File: config.mk
export PLATFORM = sky130hd
export DESIGN_NAME = idex_stage
export DESIGN_NICKNAME = d
export VERILOG_FILES = /design/src/rtl/riscv_pkg.sv /design/src/rtl/idex_decode.sv /design/src/rtl/idex_stage.sv
export SDC_FILE = /design/constraint.sdc
export NUM_CORES = 1
export LEC_CHECK = 0
export ABC_AREA = 1
export CAP_MARGIN = 10
export CORE_AREA = 3 3 119 121
export CTS_BUF_LIST = sky130_fd_sc_hd__clkbuf_4 sky130_fd_sc_hd__clkbuf_8 sky130_fd_sc_hd__clkbuf_16
export DETAILED_ROUTE_END_ITERATION = 8
export DIE_AREA = 0 0 122 124
export DONT_BUFFER_PORTS = 1
export GPL_TIMING_DRIVEN = 1
export PLACE_DENSITY = 0.81
export SETUP_SLACK_MARGIN = 0.4
export SLEW_MARGIN = 15
export SYNTH_ARGS = -nofsm -noshare
export SYNTH_HDL_FRONTEND = slang
export SYNTH_HIERARCHICAL = 1
export SYNTH_SLANG_ARGS = --single-unit
File: constraint.sdc
create_clock -name clk -period 1.45 [get_ports clk]
set_input_delay 0.29 -clock clk [delete_from_list [all_inputs] [get_ports clk]]
set_output_delay 0.29 -clock clk [all_outputs]
set_load 0.02 [all_outputs]
File: src/rtl/riscv_pkg.sv
// Shared RV32 opcode constants, ALU control codes, ID/EX entry type and
// operand forwarding helper.
package riscv_pkg;

  localparam logic [6:0] OPC_OP     = 7'b0110011;
  localparam logic [6:0] OPC_OP_IMM = 7'b0010011;
  localparam logic [6:0] OPC_LUI    = 7'b0110111;
  localparam logic [6:0] OPC_AUIPC  = 7'b0010111;
  localparam logic [6:0] OPC_LOAD   = 7'b0000011;
  localparam logic [6:0] OPC_STORE  = 7'b0100011;
  localparam logic [6:0] OPC_BRANCH = 7'b1100011;
  localparam logic [6:0] OPC_JAL    = 7'b1101111;
  localparam logic [6:0] OPC_JALR   = 7'b1100111;

  localparam logic [3:0] ALU_ADD  = 4'b0000;
  localparam logic [3:0] ALU_SUB  = 4'b1000;
  localparam logic [3:0] ALU_SLL  = 4'b0001;
  localparam logic [3:0] ALU_SLT  = 4'b0010;
  localparam logic [3:0] ALU_SLTU = 4'b0011;
  localparam logic [3:0] ALU_XOR  = 4'b0100;
  localparam logic [3:0] ALU_SRL  = 4'b0101;
  localparam logic [3:0] ALU_SRA  = 4'b1101;
  localparam logic [3:0] ALU_OR   = 4'b0110;
  localparam logic [3:0] ALU_AND  = 4'b0111;

  typedef struct packed {
    logic [31:0] a;
    logic [31:0] b;
    logic [3:0]  aluctrl;
    logic [4:0]  rd;
    logic        illegal;
  } idex_ent_t;

  // MEM beats WB; x0 is never forwarded.
  function automatic logic [31:0] fwd_operand(
    input logic [4:0]  rs,
    input logic        mem_v,
    input logic [4:0]  mem_rd,
    input logic [31:0] mem_d,
    input logic        wb_v,
    input logic [4:0]  wb_rd,
    input logic [31:0] wb_d,
    input logic [31:0] rf_d
  );
    if (mem_v && (mem_rd != 5'd0) && (mem_rd == rs)) return mem_d;
    if (wb_v && (wb_rd != 5'd0) && (wb_rd == rs)) return wb_d;
    return rf_d;
  endfunction

endpackage

File: src/rtl/idex_decode.sv
// Combinational ALU operand/control decode for the ID/EX stage.
module idex_decode
  import riscv_pkg::*;
(
  input  logic [6:0]  opcode,
  input  logic [2:0]  funct3,
  input  logic        funct7b5,
  input  logic [31:0] pc,
  input  logic [31:0] imm,
  input  logic [31:0] rs1_val,
  input  logic [31:0] rs2_val,
  output logic [31:0] alu_a,
  output logic [31:0] alu_b,
  output logic [3:0]  aluctrl,
  output logic        illegal
);

  always_comb begin
    alu_a   = '0;
    alu_b   = '0;
    aluctrl = ALU_ADD;
    illegal = 1'b0;
    case (opcode)
      OPC_OP: begin
        if (funct7b5 && (funct3 != 3'b000) && (funct3 != 3'b101)) begin
          illegal = 1'b1;
        end else begin
          alu_a   = rs1_val;
          alu_b   = rs2_val;
          aluctrl = {funct7b5, funct3};
        end
      end
      OPC_OP_IMM: begin
        if ((funct3 == 3'b001) && funct7b5) begin
          illegal = 1'b1;
        end else begin
          alu_a   = rs1_val;
          alu_b   = imm;
          // Only shifts use bit 30; for ADDI it belongs to the immediate.
          aluctrl = {(funct3 == 3'b101) & funct7b5, funct3};
        end
      end
      OPC_LUI: begin
        alu_b = imm;
      end
      OPC_AUIPC: begin
        alu_a = pc;
        alu_b = imm;
      end
      OPC_LOAD, OPC_STORE: begin
        alu_a = rs1_val;
        alu_b = imm;
      end
      OPC_BRANCH: begin
        alu_a   = rs1_val;
        alu_b   = rs2_val;
        aluctrl = ALU_SUB;
      end
      OPC_JAL, OPC_JALR: begin
        alu_a = pc;
        alu_b = 32'd4;
      end
      default: illegal = 1'b1;
    endcase
  end

endmodule

File: src/rtl/idex_stage.sv
// ID/EX pipeline register with operand forwarding and valid/ready handshake.
// Define IDEX_SKID_EN to add a skid entry and register id_ready_o.
module idex_stage
  import riscv_pkg::*;
#(
  parameter int XLEN = 32
) (
  input  logic            clk,
  input  logic            rst,
  input  logic            id_valid_i,
  output logic            id_ready_o,
  input  logic [6:0]      id_opcode_i,
  input  logic [2:0]      id_funct3_i,
  input  logic            id_funct7b5_i,
  input  logic [XLEN-1:0] id_pc_i,
  input  logic [XLEN-1:0] id_imm_i,
  input  logic [XLEN-1:0] id_rs1_data_i,
  input  logic [XLEN-1:0] id_rs2_data_i,
  input  logic [4:0]      id_rs1_i,
  input  logic [4:0]      id_rs2_i,
  input  logic [4:0]      id_rd_i,
  input  logic            mem_fwd_valid_i,
  input  logic [4:0]      mem_fwd_rd_i,
  input  logic [XLEN-1:0] mem_fwd_data_i,
  input  logic            wb_fwd_valid_i,
  input  logic [4:0]      wb_fwd_rd_i,
  input  logic [XLEN-1:0] wb_fwd_data_i,
  input  logic            flush_i,
  output logic            ex_valid_o,
  input  logic            ex_ready_i,
  output logic [XLEN-1:0] ex_alu_a_o,
  output logic [XLEN-1:0] ex_alu_b_o,
  output logic [3:0]      ex_aluctrl_o,
  output logic [4:0]      ex_rd_o,
  output logic            ex_illegal_o
);

  logic [31:0] rs1_val, rs2_val;
  logic [31:0] dec_a, dec_b;
  logic [3:0]  dec_ctrl;
  logic        dec_illegal;
  idex_ent_t   new_ent, out_ent;
  logic        out_valid;
  logic        capture;

  assign rs1_val = fwd_operand(id_rs1_i, mem_fwd_valid_i, mem_fwd_rd_i, mem_fwd_data_i,
                               wb_fwd_valid_i, wb_fwd_rd_i, wb_fwd_data_i, id_rs1_data_i);
  assign rs2_val = fwd_operand(id_rs2_i, mem_fwd_valid_i, mem_fwd_rd_i, mem_fwd_data_i,
                               wb_fwd_valid_i, wb_fwd_rd_i, wb_fwd_data_i, id_rs2_data_i);

  idex_decode u_decode (
    .opcode   (id_opcode_i),
    .funct3   (id_funct3_i),
    .funct7b5 (id_funct7b5_i),
    .pc       (id_pc_i),
    .imm      (id_imm_i),
    .rs1_val  (rs1_val),
    .rs2_val  (rs2_val),
    .alu_a    (dec_a),
    .alu_b    (dec_b),
    .aluctrl  (dec_ctrl),
    .illegal  (dec_illegal)
  );

  assign new_ent = '{a: dec_a, b: dec_b, aluctrl: dec_ctrl, rd: id_rd_i, illegal: dec_illegal};
  assign capture = id_valid_i && id_ready_o;

`ifdef IDEX_SKID_EN
  idex_ent_t skid_ent;
  logic      skid_valid;

  // skid_valid is a flop, so ready is registered and never depends on ex_ready_i.
  assign id_ready_o = !skid_valid;

  always_ff @(posedge clk) begin
    if (rst || flush_i) begin
      out_valid  <= 1'b0;
      out_ent    <= '0;
      skid_valid <= 1'b0;
      skid_ent   <= '0;
    end else if (out_valid && !ex_ready_i) begin
      if (capture) begin
        skid_valid <= 1'b1;
        skid_ent   <= new_ent;
      end
    end else if (skid_valid) begin
      out_valid  <= 1'b1;
      out_ent    <= skid_ent;
      skid_valid <= 1'b0;
    end else if (capture) begin
      out_valid <= 1'b1;
      out_ent   <= new_ent;
    end else begin
      out_valid <= 1'b0;
    end
  end
`else
  assign id_ready_o = !out_valid || ex_ready_i;

  always_ff @(posedge clk) begin
    if (rst || flush_i) begin
      out_valid <= 1'b0;
      out_ent   <= '0;
    end else if (capture) begin
      out_valid <= 1'b1;
      out_ent   <= new_ent;
    end else if (ex_ready_i) begin
      out_valid <= 1'b0;
    end
  end
`endif

  assign ex_valid_o   = out_valid;
  assign ex_alu_a_o   = out_ent.a;
  assign ex_alu_b_o   = out_ent.b;
  assign ex_aluctrl_o = out_ent.aluctrl;
  assign ex_rd_o      = out_ent.rd;
  assign ex_illegal_o = out_valid && out_ent.illegal;

endmodule

==> metrics <==
port bufs 0; met1 usage 0.4068; met3 Usage GRT 0.09173; crit-path cells xnor2_4 -> nand2_2 -> nor3_4 -> buf_4 -> buf_12 -> nand3_1 -> nand2_2 -> nand3_1 -> nand4_1 -> nand2_1 -> a21oi_1; setup ws final -10.71 ps; Overall Global Routing Usage 0.3644; Reg2Reg Capture Point ex_aluctrl_o[0]$_SDFFE_PP0P_; ant diodes 0; Max Cap Violations 0; share of cells above drive strength 1 0.3098; wire per inst 23.02 microns; synthesized flop and latch total 75; pin count of the biggest net entering global routing 65; final setup TNS -10.71 ps; number of library cell types mapped by synthesis 23; Slew @ Worst Pin 394.8 ps; clk sinks 75; die area 15,130 sq um; largest area contributor in the netlist nand2_1; synth top area cells nand2_1 25%, dfxtp_1 21%, nand3_1 17%; Final setup viols 1; Vias/cell 6.372; first-pass GRT wire length 42.65 mm; DPL Wire Length 20.68 mm; failing checks setup timing; Finished Layout Cells 1,393; M2 GR Usage 0.6326; crit path buf inv count 2; Worst Hold Class in -> reg; Skew-Pair Late Insertion Delay 350 ps; CTS Buf Count 9; CTS tree built; syn_nets 1,495; core area 13,190 sq um; nets 1,447; sequential share of the synthesized area 0.2117; final worst-path cycle share 1.007; synthesized instance count 1,260; Critical Path Max Stage Delay 220 ps; Die X 122 microns; R2R setup slack 200 ps; Final GP Congestion 0.9485; Critical Path Sink ex_alu_a_o[27]$_SDFFE_PP0P_; final count of hold timing violations 0; Reg-to-Reg Start ex_valid_o$_SDFFE_PP0P_; Top Family by Delay on Critical Path simple AND/OR/NAND/NOR gates; DRT Pass-1 Iters 6; Layout Utilization 0.6891; pwr dens 668.3 nW/um^2; clk buf depth 2; Routed Antenna Nets 0; placed standard-cell area 7061 sq um; cell area after synthesis 7092 sq um; CP Data Required Time 1720 ps; initial antenna violation count 0; skew final 9.390 ps; IO Pins 311; Arr. time, crit path 1730 ps; crit end category register; drt drc 0; maximum vdd drop 594.7 uV; instance count on the critical path 11; placed insts 1,335; H-tree Lvls 3; f_max 684.6 MHz; crit path from mem_fwd_rd_i[1]; total chip power 6.075 mW; syn_area_per_cell 5.628 sq um; min cycle time layout 1461 ps; Max stage delay cell, worst path nor3_4; leakage 4.033 nW; row count 42; Root Buffer clkbuf_16; unrepaired setup endpoints after global routing yes; R2R depth 7; Overflow after GRT 0; hold path cells 2; share of the synthesized area in the top cell type 0.2456; Starting Density 0.5377; hold buffers post-CTS 0; critical setup path kind in -> reg; Ys Warns 6; die height 124 microns; Iter 0 DRT Violations 1,240; GR peak layer met2; worst slew margin relative to its limit 0.7368; Vias 8,876; Area Growth Syn to Fin 28.18%; post-route cell area 9090 sq um; outcome finished with violations; pins over their slew limit 0; final wirelength 32.07 mm; vias in the first global route 7,828; CP Launch Type primary input; Max FO, Critical Path 16; CTS clk-pin slew, worst paths 70 ps
power breakdown:
part / total (mW) / switching (mW) / leakage (nW) / internal (mW)
logic: 1.63 / 0.979 / 3.23 / 0.653
registers: 2.04 / 0.0285 / 0.653 / 2.01
clock network: 2.40 / 1.00 / 0.150 / 1.40
total: 6.08 / 2.01 / 4.03 / 4.06
routing by layer:
layer,part of all wire,up-vias
li1,-,3903
met1,0.33,3991
met2,0.48,808
met3,0.12,174
met4,0.067,0
met5,0,-
worst min-delay path by stage:
stage                     startpoint                      end  slack, ps
after floorplan           id_rd_i[4]  ex_rd_o[4]$_SDFFE_PP0P_        430
after global placement    id_rd_i[4]  ex_rd_o[4]$_SDFFE_PP0P_        440
after detailed placement  id_rd_i[4]  ex_rd_o[4]$_SDFFE_PP0P_        450
after CTS                 id_rd_i[4]  ex_rd_o[4]$_SDFFE_PP0P_         70
after global routing      id_rd_i[4]  ex_rd_o[4]$_SDFFE_PP0P_         70
final                     id_rd_i[4]  ex_rd_o[4]$_SDFFE_PP0P_         70
cell usage after synthesis:
cell,instances
nand2_1,464
nand3_1,241
inv_1,116
a21oi_1,76
buf_4,76
dfxtp_1,75
nand4_1,66
buf_2,58
clkbuf_1,20
nor2_1,18
xor2_1,11
nand2_2,7
buf_6,6
xnor2_1,6
inv_2,4
nor2_2,4
nor2_4,4
nand3_2,2
nor3_2,2
a21oi_2,1
nor3_1,1
o21ai_0,1
or2_2,1
stage by stage:
stage	worst slack, ps	hold WS [ps]
floorplan	-51.01	432.7
global route	-120.1	70.33
finish	-10.71	71.78
global placement	-283.0	437.8
detailed placement	-349.3	446.6
CTS	94.26	71.63
what timing repair did:
action / CTS / global route
buffers inserted: 13 / 7
pin swaps: 91 / 104
resized for setup: 121 / 228
cloned: 11 / 11
endpoints found under the setup margin: 151 / 151
sequential cells by signal (all words and copies together), names as in the netlist:
signal	flops
ex_alu_b_o	32
ex_aluctrl_o	4
ex_rd_o	5
out_ent	1
ex_valid_o	1
ex_alu_a_o	32
layout by cell type, fill, tap and decap left out, types with 4 or more instances in the layout:
cell	synthesis	final
a21oi_1	76	65
buf_6	6	21
a21oi_2	1	12
dfxtp_4	0	36
nand3_1	241	194
xor2_1	11	10
nor2_1	18	15
inv_1	116	109
buf_4	76	32
nor2_4	4	7
clkbuf_16	0	17
buf_16	0	10
buf_12	0	22
nand4_1	66	66
nand3_2	2	46
inv_2	4	7
nand2_4	0	21
nand2_1	464	377
inv_6	0	4
nand2_2	7	71
nor2_2	4	4
dfxtp_2	0	37
buf_8	0	6
kinds of logic after synthesis:
logic type                count (synthesis)  share of synthesized area
AOI/OAI and AO/OA                        78                    0.05557
xor gates and xnor gates                 17                    0.02099
buffers and inverters                   280                     0.2050
DFF                                      75                     0.2117
and+or+nand+nor                         810                     0.5067
cell type report:
cell class,count,area [sq um]
clock buffers,10,239.0
clock inverters,6,68.82
fillers,1103,4100
inverters,120,473.0
multi-input cells,905,4911
flip-flops and latches,75,1683
well taps,176,220.2
repair buffers,101,1495
(Power assumes the default switching activity.)
